<file path="config.mk">
export PLATFORM = sky130hd
export DESIGN_NAME = uart_rx
export DESIGN_NICKNAME = d
export VERILOG_FILES = /design/src/rtl/uart_pkg.sv /design/src/rtl/uart_rx_sync.sv /design/src/rtl/uart_rx.sv
export SDC_FILE = /design/constraint.sdc
export NUM_CORES = 1
export LEC_CHECK = 0
export BUFFER_PORTS_ARGS = -buffer_cell sky130_fd_sc_hd__buf_2
export CORE_MARGIN = 3
export CORE_UTILIZATION = 61
export CTS_CLUSTER_SIZE = 20
export DETAILED_ROUTE_END_ITERATION = 10
export PLACE_DENSITY = 0.8
export SYNTH_ARGS = -nofsm -noshare
export SYNTH_HDL_FRONTEND = slang
export SYNTH_SLANG_ARGS = --single-unit
</file>
<file path="constraint.sdc">
create_clock -name clk -period 4.1 [get_ports clk]
set_clock_uncertainty 0.2 [all_clocks]
set_input_delay 0.205 -clock clk [delete_from_list [all_inputs] [get_ports clk]]
set_output_delay 0.205 -clock clk [all_outputs]
set_load 0.01 [all_outputs]
</file>
<file path="src/rtl/uart_pkg.sv">
// uart_pkg: constants and types shared by the UART receiver and transmitter.
//   UART_OVERSAMPLE - default baud_tick strobes per bit period
//   UART_DATA_BITS  - default data bits per frame
//   rx_state_t      - receiver FSM states
package uart_pkg;

    localparam int unsigned UART_OVERSAMPLE = 16;
    localparam int unsigned UART_DATA_BITS  = 8;

    typedef enum logic [2:0] {
        IDLE,
        START,
        DATA,
        PARITY,
        STOP
    } rx_state_t;

endpackage

</file>
<file path="src/rtl/uart_rx_sync.sv">
// uart_rx_sync: two-flop synchronizer for an asynchronous single-bit input.
// Ports:
//   clk   - system clock
//   reset - asynchronous active-low reset; both flops load RESET_VAL
//   d     - asynchronous input
//   q     - synchronized output, 2 clk latency
module uart_rx_sync #(
    parameter logic RESET_VAL = 1'b1
) (
    input  logic clk,
    input  logic reset,
    input  logic d,
    output logic q
);

    logic [1:0] sync_q;
    logic [1:0] sync_d;

    always_comb begin
        sync_d = {sync_q[0], d};
    end

    always_ff @(posedge clk or negedge reset) begin
        if (!reset) begin
            sync_q <= {2{RESET_VAL}};
        end else begin
            sync_q <= sync_d;
        end
    end

    assign q = sync_q[1];

endmodule

</file>
<file path="src/rtl/uart_rx.sv">
// uart_rx: UART receiver. Recovers start + DATA_BITS (+ even parity) + stop frames from rx
// using the OVERSAMPLE x baud strobe, and offers each byte on a valid/ready handshake.
// Optional feature macro: UART_RX_PARITY_EN (adds a PARITY state and the parity_err port).
// Ports:
//   clk        - system clock
//   reset      - asynchronous active-low reset
//   baud_tick  - one-cycle strobe at OVERSAMPLE x baud
//   rx         - asynchronous serial line, idle high
//   data       - received byte, valid while valid=1
//   valid      - byte available, held until accepted
//   ready      - host accepts data when valid && ready
//   frame_err  - stop bit sampled 0 for the current data
//   parity_err - even parity mismatch for the current data (UART_RX_PARITY_EN only)
//   overrun    - one-cycle pulse: a frame completed while the slot was occupied
//   busy       - FSM not in IDLE
module uart_rx
    import uart_pkg::*;
#(
    parameter int unsigned DATA_BITS  = UART_DATA_BITS,
    parameter int unsigned OVERSAMPLE = UART_OVERSAMPLE
) (
    input  logic                 clk,
    input  logic                 reset,
    input  logic                 baud_tick,
    input  logic                 rx,
    output logic [DATA_BITS-1:0] data,
    output logic                 valid,
    input  logic                 ready,
    output logic                 frame_err,
`ifdef UART_RX_PARITY_EN
    output logic                 parity_err,
`endif
    output logic                 overrun,
    output logic                 busy
);

    localparam logic [3:0] MID_CNT  = 4'(OVERSAMPLE / 2 - 1);
    localparam logic [3:0] LAST_CNT = 4'(OVERSAMPLE - 1);
    localparam logic [2:0] LAST_IDX = 3'(DATA_BITS - 1);

    logic rx_s;

    rx_state_t            state_q, state_d;
    logic [3:0]           tick_cnt_q, tick_cnt_d;
    logic [2:0]           bit_idx_q, bit_idx_d;
    logic [DATA_BITS-1:0] shift_q, shift_d;
    logic [DATA_BITS-1:0] data_q, data_d;
    logic                 valid_q, valid_d;
    logic                 frame_err_q, frame_err_d;
    logic                 overrun_q, overrun_d;
`ifdef UART_RX_PARITY_EN
    logic                 par_fail_q, par_fail_d;
    logic                 parity_err_q, parity_err_d;
`endif

    logic accept;

    uart_rx_sync #(
        .RESET_VAL(1'b1)
    ) u_rx_sync (
        .clk  (clk),
        .reset(reset),
        .d    (rx),
        .q    (rx_s)
    );

    assign accept = valid_q & ready;

    always_comb begin
        state_d     = state_q;
        tick_cnt_d  = tick_cnt_q;
        bit_idx_d   = bit_idx_q;
        shift_d     = shift_q;
        data_d      = data_q;
        valid_d     = valid_q;
        frame_err_d = frame_err_q;
        overrun_d   = 1'b0;
`ifdef UART_RX_PARITY_EN
        par_fail_d   = par_fail_q;
        parity_err_d = parity_err_q;
`endif

        if (accept) begin
            valid_d     = 1'b0;
            frame_err_d = 1'b0;
`ifdef UART_RX_PARITY_EN
            parity_err_d = 1'b0;
`endif
        end

        case (state_q)
            IDLE: begin
                if (baud_tick && !rx_s) begin
                    state_d    = START;
                    tick_cnt_d = 4'd0;
                end
            end
            START: begin
                if (baud_tick) begin
                    if (tick_cnt_q == MID_CNT) begin
                        // Line back high at mid start bit: glitch, not a frame.
                        if (!rx_s) begin
                            state_d    = DATA;
                            tick_cnt_d = 4'd0;
                            bit_idx_d  = 3'd0;
                        end else begin
                            state_d = IDLE;
                        end
                    end else begin
                        tick_cnt_d = tick_cnt_q + 4'd1;
                    end
                end
            end
            DATA: begin
                if (baud_tick) begin
                    if (tick_cnt_q == LAST_CNT) begin
                        // LSB arrives first, so shift right from the MSB end.
                        shift_d    = {rx_s, shift_q[DATA_BITS-1:1]};
                        bit_idx_d  = bit_idx_q + 3'd1;
                        tick_cnt_d = 4'd0;
                        if (bit_idx_q == LAST_IDX) begin
`ifdef UART_RX_PARITY_EN
                            state_d = PARITY;
`else
                            state_d = STOP;
`endif
                        end
                    end else begin
                        tick_cnt_d = tick_cnt_q + 4'd1;
                    end
                end
            end
`ifdef UART_RX_PARITY_EN
            PARITY: begin
                if (baud_tick) begin
                    if (tick_cnt_q == LAST_CNT) begin
                        // Even parity: data ones plus parity bit must be even.
                        par_fail_d = (^shift_q) ^ rx_s;
                        tick_cnt_d = 4'd0;
                        state_d    = STOP;
                    end else begin
                        tick_cnt_d = tick_cnt_q + 4'd1;
                    end
                end
            end
`endif
            STOP: begin
                if (baud_tick) begin
                    if (tick_cnt_q == LAST_CNT) begin
                        state_d = IDLE;
                        // A same-cycle accept frees the slot for the new byte.
                        if (!valid_q || accept) begin
                            data_d      = shift_q;
                            valid_d     = 1'b1;
                            frame_err_d = ~rx_s;
`ifdef UART_RX_PARITY_EN
                            parity_err_d = par_fail_q;
`endif
                        end else begin
                            overrun_d = 1'b1;
                        end
                    end else begin
                        tick_cnt_d = tick_cnt_q + 4'd1;
                    end
                end
            end
            default: begin
                state_d = IDLE;
            end
        endcase
    end

    always_ff @(posedge clk or negedge reset) begin
        if (!reset) begin
            state_q     <= IDLE;
            tick_cnt_q  <= 4'd0;
            bit_idx_q   <= 3'd0;
            shift_q     <= '0;
            data_q      <= '0;
            valid_q     <= 1'b0;
            frame_err_q <= 1'b0;
            overrun_q   <= 1'b0;
`ifdef UART_RX_PARITY_EN
            par_fail_q   <= 1'b0;
            parity_err_q <= 1'b0;
`endif
        end else begin
            state_q     <= state_d;
            tick_cnt_q  <= tick_cnt_d;
            bit_idx_q   <= bit_idx_d;
            shift_q     <= shift_d;
            data_q      <= data_d;
            valid_q     <= valid_d;
            frame_err_q <= frame_err_d;
            overrun_q   <= overrun_d;
`ifdef UART_RX_PARITY_EN
            par_fail_q   <= par_fail_d;
            parity_err_q <= parity_err_d;
`endif
        end
    end

    assign data      = data_q;
    assign valid     = valid_q;
    assign frame_err = frame_err_q;
    assign overrun   = overrun_q;
    assign busy      = (state_q != IDLE);
`ifdef UART_RX_PARITY_EN
    assign parity_err = parity_err_q;
`endif

endmodule
</file>
==> run summary, run 1 <==
Area after DPL: 1580 µm²
Crit path setup slack, layout: 1.89 ns
Worst Tran Pin Value: 0.656 ns
CP arrival: 2.21 ns
Sink Count: 31
Starting density of the core: 0.659
P_leak: 0.835 nW
Post_cts resized: 0
FFs w/ async S/R, synth: 1.00
Top cell type by total area after synthesis: dfrtp_1
Top cell type's share of synthesized area: 0.484
Hold WS: 0.0486 ns
Post-Syn Area: 1500 µm²
Post-Layout Cell Count: 167
Clk root buf: clkbuf_4
DRT antenna net count: 0
Die Area: 3090 µm²
Via-to-Cell Ratio: 6.05
Register share of total power: 0.541
Peak supply drop: 0.000390 V
1st-pass router iterations: 4
First-pass GRT wire length: 4.84 mm
Yosys reg bits: 31
Min Tclk post-route: 2.21 ns
Setup crit start kind: register
EDFF count, synth: 0
Setup Crit Path Kind: register to register
Area grow syn2layout: 10.6%
Sum Neg Setup Slack: 0 ns
Switch share: 0.332
GRT Total Usage: 0.202
Status: completed
Primary FF master, synth: dfrtp_1
Skew-Pair Late Insertion Delay: 0.32 ns
Slew headroom: 0.563
Cell-internal power: 0.473 mW
P per Cell Area: 427 nW/µm²
Mapped Cells: 117
Syn_nets: 125
# IOs: 17
Vias: 1,011
GR Overflow Total: 0
Pin count of the biggest net entering global routing: 32
CTS Buffer Depth: 2
Routed WL per cell: 16.1 µm
# DRC: 0
Final WL: 2.69 mm
CP endpoint kind: register
Initial antenna violation count: 0
Clock transition at the registers of the reported paths: 0.09 ns
1st-iter DRT viols: 18
Most frequent cells after synthesis: dfrtp_1 (29), mux2_1 (16), nor2_1 (6), o21ai_0 (6)
Final #Nets: 146
Inst Count DP: 156
WP data required: 4.11 ns
Placer Congestion: 0.906
Vias in the first global route: 1,078
Total CTS buffers: 5
Clock tree from TritonCTS: done
Layout cell share with drive strength beyond 1: 0.266
Total power: 0.708 mW
Combinational share of power: 0.226
Die height: 55.6 µm
Deepest level of the CTS H-tree: 2
Max Cap Viol: 0
Yosys Warn Count: 0
Die W: 55.6 µm
Seq/Total Area, Yosys: 0.519
Clock share of power: 0.233
Fin. Hold Viols: 0
Core area: 2280 µm²
# setup viols final: 0
Worst hold path type: primary input to register
Critical path peak fanout: 12
RSZ-0062 raised after global routing: false
Count of final max-slew check failures: 0
Row count: 17
Count of buffers from port buffering: 16
Hpwl dp: 1.95 mm
Dpl ws: 1.92 ns
Post-route cell area: 1660 µm²
Avg Inst Size Synth: 12.8 µm²
Utilization after layout: 0.729
Synth unique cells: 45
Tcrit/Tclk final: 0.538
Sw power: 0.235 mW
F_max: 0.453 GHz
Synth area leaders: dfrtp_1 (48%), mux2_1 (12%), dfstp_2 (3.5%)
Most frequent cell after synthesis: dfrtp_1
Number of antenna repair diodes: 0
metal layers:
metal / GRT usage / share of wire / vias up
met5: 0 / 0 / -
met4: 0.0868 / 0.025 / 0
met3: 0.0534 / 0.041 / 12
met2: 0.358 / 0.52 / 26
met1: 0.225 / 0.41 / 496
li1: - / - / 477
state kept, by name, indices dropped and copies added (netlist names):
register / count
tick_cnt_q: 4
data: 8
bit_idx_q: 3
valid: 1
state_q: 3
shift_q: 8
frame_err: 1
u_rx_sync.sync_q: 2
overrun: 1
worst max-delay path, stage by stage (launching register included):
cell,delay [ns]
dfrtp_1,0.55
nor3b_2,0.47
nand3_2,0.22
nor2_4,0.29
mux2_1,0.36
layout by cell type, fill, tap and decap left out, types with 3 or more instances in the layout:
master	n
dlygate4sd3_1	3
buf_2	16
ha_1	3
clkbuf_4	5
nor2_1	6
mux2_1	16
a22o_1	3
nand2b_1	3
o21ai_0	6
dfrtp_1	29
area by class of cell:
cell class                      count  area (µm²)
Sequential cell                    31         778
Multi-Input combinational cell     79         678
Fill cell                         173         617
Timing Repair Buffer               19         110
Clock buffer                        7        45.0
Tap cell                           28        35.0
Inverter                            2        7.51
Clock inverter                      1        5.00
kinds of logic (layout without fill, tap and decap cells):
kind of cell               Yosys count  count (layout)  share of synthesized area
AOI/OAI and AO/OA                   24              24                      0.116
xor gates and xnor gates             1               1                    0.00584
adders and majority gates            3               3                     0.0250
buffers and inverters                7              29                     0.0292
DFF                                 31              31                      0.519
muxes                               20              20                      0.151
and+or+nand+nor                     31              31                      0.154
path summary, 6_finish.rpt:
kind,start,to,slack (ns),depth (start not counted)
max,state_q[1],data[6],1.89,4
min,baud_tick,valid,0.05,3
max reg2reg,state_q[1],data[6],1.89,4
min reg2reg,u_rx_sync.sync_q[0],u_rx_sync.sync_q[1],0.16,0
max in group asynchronous,reset,overrun,3.04,2
min in group asynchronous,reset,data[5],0.24,2
power groups by stage:
stage	Combinational, mW	Sequential [mW]	Clock (mW)
floorplan	0.157	0.358	0
detailed placement	0.157	0.388	0
global placement	0.152	0.384	0
global route	0.181	0.390	0.188
CTS	0.161	0.381	0.172
finish	0.160	0.383	0.165
what timing repair did:
| item | CTS | global route |
|---|---|---|
| endpoints found under the hold margin | 32 | 0 |
| hold buffers | 3 | 0 |
| setup buffers | 0 | 0 |
Note: power is estimated with default switching activity, not from simulation.
==> inputs of run 2 (changes only) <==
--- a/config.mk
+++ b/config.mk
@@ -5,12 +5,13 @@
 export SDC_FILE = /design/constraint.sdc
 export NUM_CORES = 1
 export LEC_CHECK = 0
+export ABC_AREA = 1
 export BUFFER_PORTS_ARGS = -buffer_cell sky130_fd_sc_hd__buf_2
 export CORE_MARGIN = 3
-export CORE_UTILIZATION = 61
+export CORE_UTILIZATION = 51
 export CTS_CLUSTER_SIZE = 20
 export DETAILED_ROUTE_END_ITERATION = 10
-export PLACE_DENSITY = 0.8
+export PLACE_DENSITY = 0.71
 export SYNTH_ARGS = -nofsm -noshare
 export SYNTH_HDL_FRONTEND = slang
 export SYNTH_SLANG_ARGS = --single-unit
==> constraint.sdc (replaced) <==
create_clock -name clk -period 1.8 [get_ports clk]
set_clock_uncertainty 0.2 [all_clocks]
set_input_delay 0.09 -clock clk [delete_from_list [all_inputs] [get_ports clk]]
set_output_delay 0.09 -clock clk [all_outputs]
set_load 0.01 [all_outputs]
==> run 2 against run 1 <==
  * Power increased to 2.7 times the previous value
  * Highest routed layer unchanged
  * Synthesized cell count grew 56%
  * Via count increased by 25%
  * Setup slack got worse by 1.7 ns
  * Sequential power up 110%
  * Critical path type unchanged
  * Clock-buffer cell count is the same
  * Flip-flop and latch count is the same
==> run summary, run 2 <==
Status: completed (unchanged)
Avg Inst Size Synth: 8.60 µm² (was 12.8 µm²)
Switch share: 0.372 (was 0.332)
Area of the multi-input gates: 699 µm² (was 678 µm²)
Mapped Cells: 183 (was 117)
Count of final max-slew check failures: 0 (unchanged)
GRT Total Usage: 0.182 (was 0.202)
Count of buffers from port buffering: 16 (unchanged)
Post-Syn Area: 1570 µm² (was 1500 µm²)
Reg2reg start: tick_cnt_q[1] (was state_q[1])
RSZ-0062 raised after global routing: false (unchanged)
Routed WL per cell: 12.2 µm (was 16.1 µm)
Critical path peak fanout: 3 (was 12)
Most frequent CP cell: nand2_1
Top cell type by total area after synthesis: dfrtp_1 (unchanged)
Die Area: 3790 µm² (was 3090 µm²)
# IOs: 17 (unchanged)
Clk root buf: clkbuf_4 (unchanged)
Clock transition at the registers of the reported paths: 0.11 ns (was 0.09 ns)
Peak supply drop: 0.000559 V (was 0.000390 V)
DRT antenna net count: 0 (unchanged)
Max stage delay on crit path: 0.38 ns (was 0.55 ns)
Synth area leaders: dfrtp_1 (46%), nand2_1 (14%), nand3_1 (6.4%) (was dfrtp_1 (48%), mux2_1 (12%), dfstp_2 (3.5%))
Sum Neg Setup Slack: 0 ns (unchanged)
WP data required: 1.83 ns (was 4.11 ns)
Clock share of power: 0.248 (was 0.233)
Slowest cell on the critical path: dfrtp_1 (unchanged)
Leading cell type in the layout, fill and taps excluded: nand2_1 (was dfrtp_1)
Final #Nets: 218 (was 146)
Primary FF master, synth: dfrtp_1 (unchanged)
Post-Layout Cell Count: 242 (was 167)
Sw power: 0.706 mW (was 0.235 mW)
Cell-internal power: 1.19 mW (was 0.473 mW)
1st-iter DRT viols: 89 (was 18)
# setup viols final: 0 (unchanged)
Combinational share of power: 0.324 (was 0.226)
Syn_nets: 191 (was 125)
Top cell type's share of synthesized area: 0.461 (was 0.484)
Total CTS buffers: 5 (unchanged)
Setup crit start kind: register (unchanged)
Row count: 19 (was 17)
GR Overflow Total: 0 (unchanged)
Register area: 778 µm² (unchanged)
Vias: 1,259 (was 1,011)
CP arrival: 1.69 ns (was 2.21 ns)
Via-to-Cell Ratio: 5.20 (was 6.05)
Yosys Warn Count: 0 (unchanged)
P_leak: 0.959 nW (was 0.835 nW)
Number of antenna repair diodes: 0 (unchanged)
Register share of total power: 0.428 (was 0.541)
Area grow syn2layout: 15.0% (was 10.6%)
CTS Buffer Depth: 2 (unchanged)
Fin. Hold Viols: 0 (unchanged)
Min Tclk post-route: 1.65 ns (was 2.21 ns)
Commonest cells after routing, fill and taps aside: nand2_1 (60), dfrtp_1 (29), nand3_1 (20) (was dfrtp_1 (29), mux2_1 (16), buf_2 (16))
Die height: 61.6 µm (was 55.6 µm)
Most frequent cell after synthesis: nand2_1 (was dfrtp_1)
Final WL: 2.94 mm (was 2.69 mm)
Crit path launch: tick_cnt_q[1] (was state_q[1])
P per Cell Area: 1050 nW/µm² (was 427 nW/µm²)
Slew headroom: 0.562 (was 0.563)
Starting density of the core: 0.552 (was 0.659)
Clock tree from TritonCTS: done (unchanged)
Worst hold path type: primary input to async pin (was primary input to register)
Worst Tran Pin Value: 0.657 ns (was 0.656 ns)
Layout cell share with drive strength beyond 1: 0.265 (was 0.266)
Pin count of the biggest net entering global routing: 32 (unchanged)
Inst Count DP: 228 (was 156)
Seq/Total Area, Yosys: 0.494 (was 0.519)
Deepest level of the CTS H-tree: 2 (unchanged)
Vias in the first global route: 1,211 (was 1,078)
Setup Crit Path Kind: register to register (unchanged)
Yosys reg bits: 31 (unchanged)
Most frequent cells after synthesis: nand2_1 (60), dfrtp_1 (29), nand3_1 (20) (was dfrtp_1 (29), mux2_1 (16), nor2_1 (6), o21ai_0 (6))
CP endpoint kind: register (unchanged)
First-pass GRT wire length: 5.14 mm (was 4.84 mm)
Core area: 2850 µm² (was 2280 µm²)
# fillers: 247 (was 173)
Skew-Pair Late Insertion Delay: 0.33 ns (was 0.32 ns)
EDFF count, synth: 0 (unchanged)
Synth unique cells: 24 (was 45)
Utilization after layout: 0.635 (was 0.729)
Max Cap Viol: 0 (unchanged)
Initial antenna violation count: 0 (unchanged)
Crit-path cells: ha_2 -> nand2_1 -> inv_1 -> nand2_1 -> nand2_1 -> nand2_2 -> nor2_4 -> nand2_1 -> nand2_1 -> nand2_1 (was nor3b_2 -> nand3_2 -> nor2_4 -> mux2_1)
F_max: 0.605 GHz (was 0.453 GHz)
Placer Congestion: 0.905 (was 0.906)
Die W: 61.6 µm (was 55.6 µm)
Tcrit/Tclk final: 0.919 (was 0.538)
1st-pass router iterations: 4 (unchanged)
FFs w/ async S/R, synth: 1.00 (unchanged)
Sink Count: 31 (unchanged)
Hpwl dp: 2.08 mm (was 1.95 mm)
# DRC: 0 (unchanged)
run 2: critical path: cells and delay by family (launching register included):
kind                     cells  cell delay, ns
flip-flops                   1            0.38
AND/OR/NAND/NOR              8            0.68
buffers and inverters        1            0.07
adder cells (fa/ha/maj)      1            0.23
run 2: stage by stage:
step,hold slack [ns],power [mW],area [µm²],setup slack (ns)
floorplan,-0.406,1.28,1570,0.225
global placement,-0.0429,1.40,1670,0.129
detailed placement,-0.0292,1.42,1670,0.0931
CTS,0.130,1.90,1780,0.0781
global route,0.162,2.05,1810,0.00565
finish,0.112,1.90,1810,0.146
run 2: power groups by stage:
stage	Sequential [mW]	Combinational (mW)	Clock [mW]
after floorplan	0.814	0.468	0
after global placement	0.823	0.573	0
after detailed placement	0.826	0.589	0
after CTS	0.813	0.597	0.492
after global routing	0.820	0.707	0.520
final	0.812	0.616	0.471
run 2: kinds of logic (layout without fill, tap and decap cells):
| family | after synthesis | after routing | share of synthesized area |
|---|---|---|---|
| compound gates | 19 | 19 | 0.0827 |
| xor+xnor | 2 | 2 | 0.0111 |
| fa+ha+maj | 3 | 3 | 0.0238 |
| buf+inv | 27 | 54 | 0.0739 |
| flops | 31 | 31 | 0.494 |
| simple gates | 101 | 102 | 0.314 |
run 2: metal layers:
metal,vias to the layer above,track usage,share of wire
met4,0,0.0545,0.0027
met3,2,0.0503,0.050
met2,30,0.303,0.50
met1,590,0.230,0.45
met5,-,0,0
li1,637,-,-
run 2: final timing paths:
path,to,slack [ns],cells after the start
worst max register to register,state_q[1],0.15,10
worst min register to register,u_rx_sync.sync_q[1],0.16,0
min in group clk,u_rx_sync.sync_q[1],0.16,0
worst max-delay path,state_q[1],0.15,10
worst min-delay path,state_q[2],0.11,2
max in group asynchronous,data[0],0.85,2
run 2: final cells by class:
class,count,share of cell area
Clock inverter,1,0.00415
Tap cell,31,0.0214
Inverter,25,0.0518
Sequential cell,31,0.430
Timing Repair Buffer,21,0.0705
Multi-Input combinational cell,126,0.386
Clock buffer,7,0.0359
run 2: what timing repair did:
action | CTS | global route
setup buffers | 0 | 1
endpoints found under the hold margin | 41 | 0
setup endpoints to repair | 0 | 15
gates resized for setup | 0 | 2
hold buffers | 4 | 0
==> inputs of run 3 (changes only) <==
--- a/config.mk
+++ b/config.mk
@@ -11,7 +11,7 @@
 export CORE_UTILIZATION = 51
 export CTS_CLUSTER_SIZE = 20
 export DETAILED_ROUTE_END_ITERATION = 10
-export PLACE_DENSITY = 0.71
+export PLACE_DENSITY = 0.74
 export SYNTH_ARGS = -nofsm -noshare
 export SYNTH_HDL_FRONTEND = slang
 export SYNTH_SLANG_ARGS = --single-unit
==> run 3 against run 2 <==
  * Clock-buffer cell count is the same
  * Flip-flop and latch count is the same
  * First-iteration DRC count shrank 26%
  * Register-to-register slack lost 0.02 ns
  * Maximum frequency shrank 1.4%
  * Combinational power grew 2%
  * Routed wire length shrank 0.78%
  * Critical endpoint is now frame_err
==> run summary, run 3 (synthesis results as in run 2) <==
Vias in the first global route: 1,229 (was 1,211)
Reg2reg path depth: 6 (was 10)
WP data required: 1.82 ns (was 1.83 ns)
Deepest level of the CTS H-tree: 2 (unchanged)
Max Cap Viol: 0 (unchanged)
Count of final max-slew check failures: 0 (unchanged)
Clock tree from TritonCTS: done (unchanged)
Die W: 61.6 µm (unchanged)
# fillers: 253 (was 247)
Row count: 19 (unchanged)
Dpl ws: 0.0445 ns (was 0.0931 ns)
Routed WL per cell: 12.2 µm (about the same)
1st-iter DRT viols: 66 (was 89)
Sum Neg Setup Slack: 0 ns (unchanged)
Area grow syn2layout: 12.7% (was 15.0%)
DRT antenna net count: 0 (unchanged)
CTS Buffer Depth: 2 (unchanged)
Post-route cell area: 1770 µm² (was 1810 µm²)
Clock transition at the registers of the reported paths: 0.09 ns (was 0.11 ns)
Commonest cells after routing, fill and taps aside: nand2_1 (60), dfrtp_1 (28), nand3_1 (20) (was nand2_1 (60), dfrtp_1 (29), nand3_1 (20))
CP endpoint kind: register (unchanged)
Hpwl dp: 2.11 mm (was 2.08 mm)
Worst hold path type: primary input to async pin (unchanged)
1st-pass router iterations: 4 (unchanged)
Slew headroom: 0.553 (was 0.562)
First-pass GRT wire length: 5.04 mm (was 5.14 mm)
Leading cell type in the layout, fill and taps excluded: nand2_1 (unchanged)
Via-to-Cell Ratio: 5.29 (was 5.20)
Final WL: 2.92 mm (was 2.94 mm)
Area after DPL: 1670 µm² (unchanged)
Die height: 61.6 µm (unchanged)
Critical path peak fanout: 18 (was 3)
F_max: 0.596 GHz (was 0.605 GHz)
Tcrit/Tclk final: 0.932 (was 0.919)
Clk root buf: clkbuf_4 (unchanged)
Skew-Pair Late Insertion Delay: 0.32 ns (was 0.33 ns)
Setup Crit Path Kind: register to register (unchanged)
P per Cell Area: 1030 nW/µm² (was 1050 nW/µm²)
Number of antenna repair diodes: 0 (unchanged)
P_leak: 0.945 nW (was 0.959 nW)
# IOs: 17 (unchanged)
GR Overflow Total: 0 (unchanged)
# DRC: 0 (unchanged)
# setup viols final: 0 (unchanged)
GRT Total Usage: 0.183 (was 0.182)
CP arrival: 1.69 ns (about the same)
Count of buffers from port buffering: 16 (unchanged)
Core area: 2850 µm² (unchanged)
Layout cell share with drive strength beyond 1: 0.254 (was 0.265)
Worst Tran Pin Value: 0.671 ns (was 0.657 ns)
Post-CTS setup buffers: 0 (unchanged)
Placer Congestion: 0.890 (was 0.905)
Vias: 1,270 (was 1,259)
Sink Count: 31 (unchanged)
Min Tclk post-route: 1.68 ns (was 1.65 ns)
Hold WS: 0.130 ns (was 0.112 ns)
Peak supply drop: 0.000570 V (was 0.000559 V)
Fin. Hold Viols: 0 (unchanged)
Initial antenna violation count: 0 (unchanged)
Utilization after layout: 0.622 (was 0.635)
Pin count of the biggest net entering global routing: 32 (unchanged)
Die Area: 3790 µm² (unchanged)
Starting density of the core: 0.552 (unchanged)
Status: completed (unchanged)
Setup crit start kind: register (unchanged)
Final #Nets: 216 (was 218)
Crit path setup slack, layout: 0.122 ns (was 0.146 ns)
Total CTS buffers: 5 (unchanged)
-- run 3: changes by cell type in the layout (fill, tap and decap cells not counted), sizes merged --
cell / change
nand3: -1
buf: -1
clkinvlp: -1
clkinv: +1
-- run 3: final cells by class --
cell class	count	area, µm²	area share
clock buffer	7	45.0	0.0254
clock inverter	1	5.00	0.00282
inverter	25	93.8	0.0529
multi-input combinational	125	692	0.390
sequential	31	779	0.439
tap	31	38.8	0.0219
timing repair buffer	20	120	0.0677
-- run 3: final timing paths --
path	from	end	slack, ns
worst max-delay path	tick_cnt_q[1]	frame_err	0.12
worst max register to register	tick_cnt_q[1]	frame_err	0.12
worst min register to register	u_rx_sync.sync_q[0]	u_rx_sync.sync_q[1]	0.16
worst min-delay path	reset	data[0]	0.13
min in group clk	u_rx_sync.sync_q[0]	u_rx_sync.sync_q[1]	0.16
max in group asynchronous	reset	tick_cnt_q[0]	0.79
-- run 3: power breakdown --
group | switching (mW) | total [mW] | internal (mW)
clock | 0.221 | 0.373 | 0.152
combinational | 0.408 | 0.629 | 0.221
sequential | 0.0789 | 0.831 | 0.752
-- run 3: worst max-delay path: stages, from the launching register on --
cell and delay (ns):
dfrtp_1 0.43, ha_4 0.19, nand3_4 0.15, nor2_8 0.16
nand3_4 0.23, nand3_1 0.16, o21ai_2 0.06
-- run 3: what timing repair did --
action | CTS | global route
hold buffers | 4 | 0
hold endpoints to repair | 39 | 0
setup endpoints to repair | 0 | 15
resized for setup | 0 | 3
-- run 3: metrics by stage --
step,power (mW),cells
floorplan,1.28,183
global placement,1.39,228
detailed placement,1.42,228
CTS,1.81,240
global route,1.97,240
finish,1.83,240
-- run 3: layer usage --
metal  global-route usage  up-vias  part of all wire
li1                     -      629                 -
met1                0.226      582              0.43
met2                0.293       53              0.49
met3               0.0587        6             0.065
met4               0.0818        0             0.014
met5                    0        -                 0
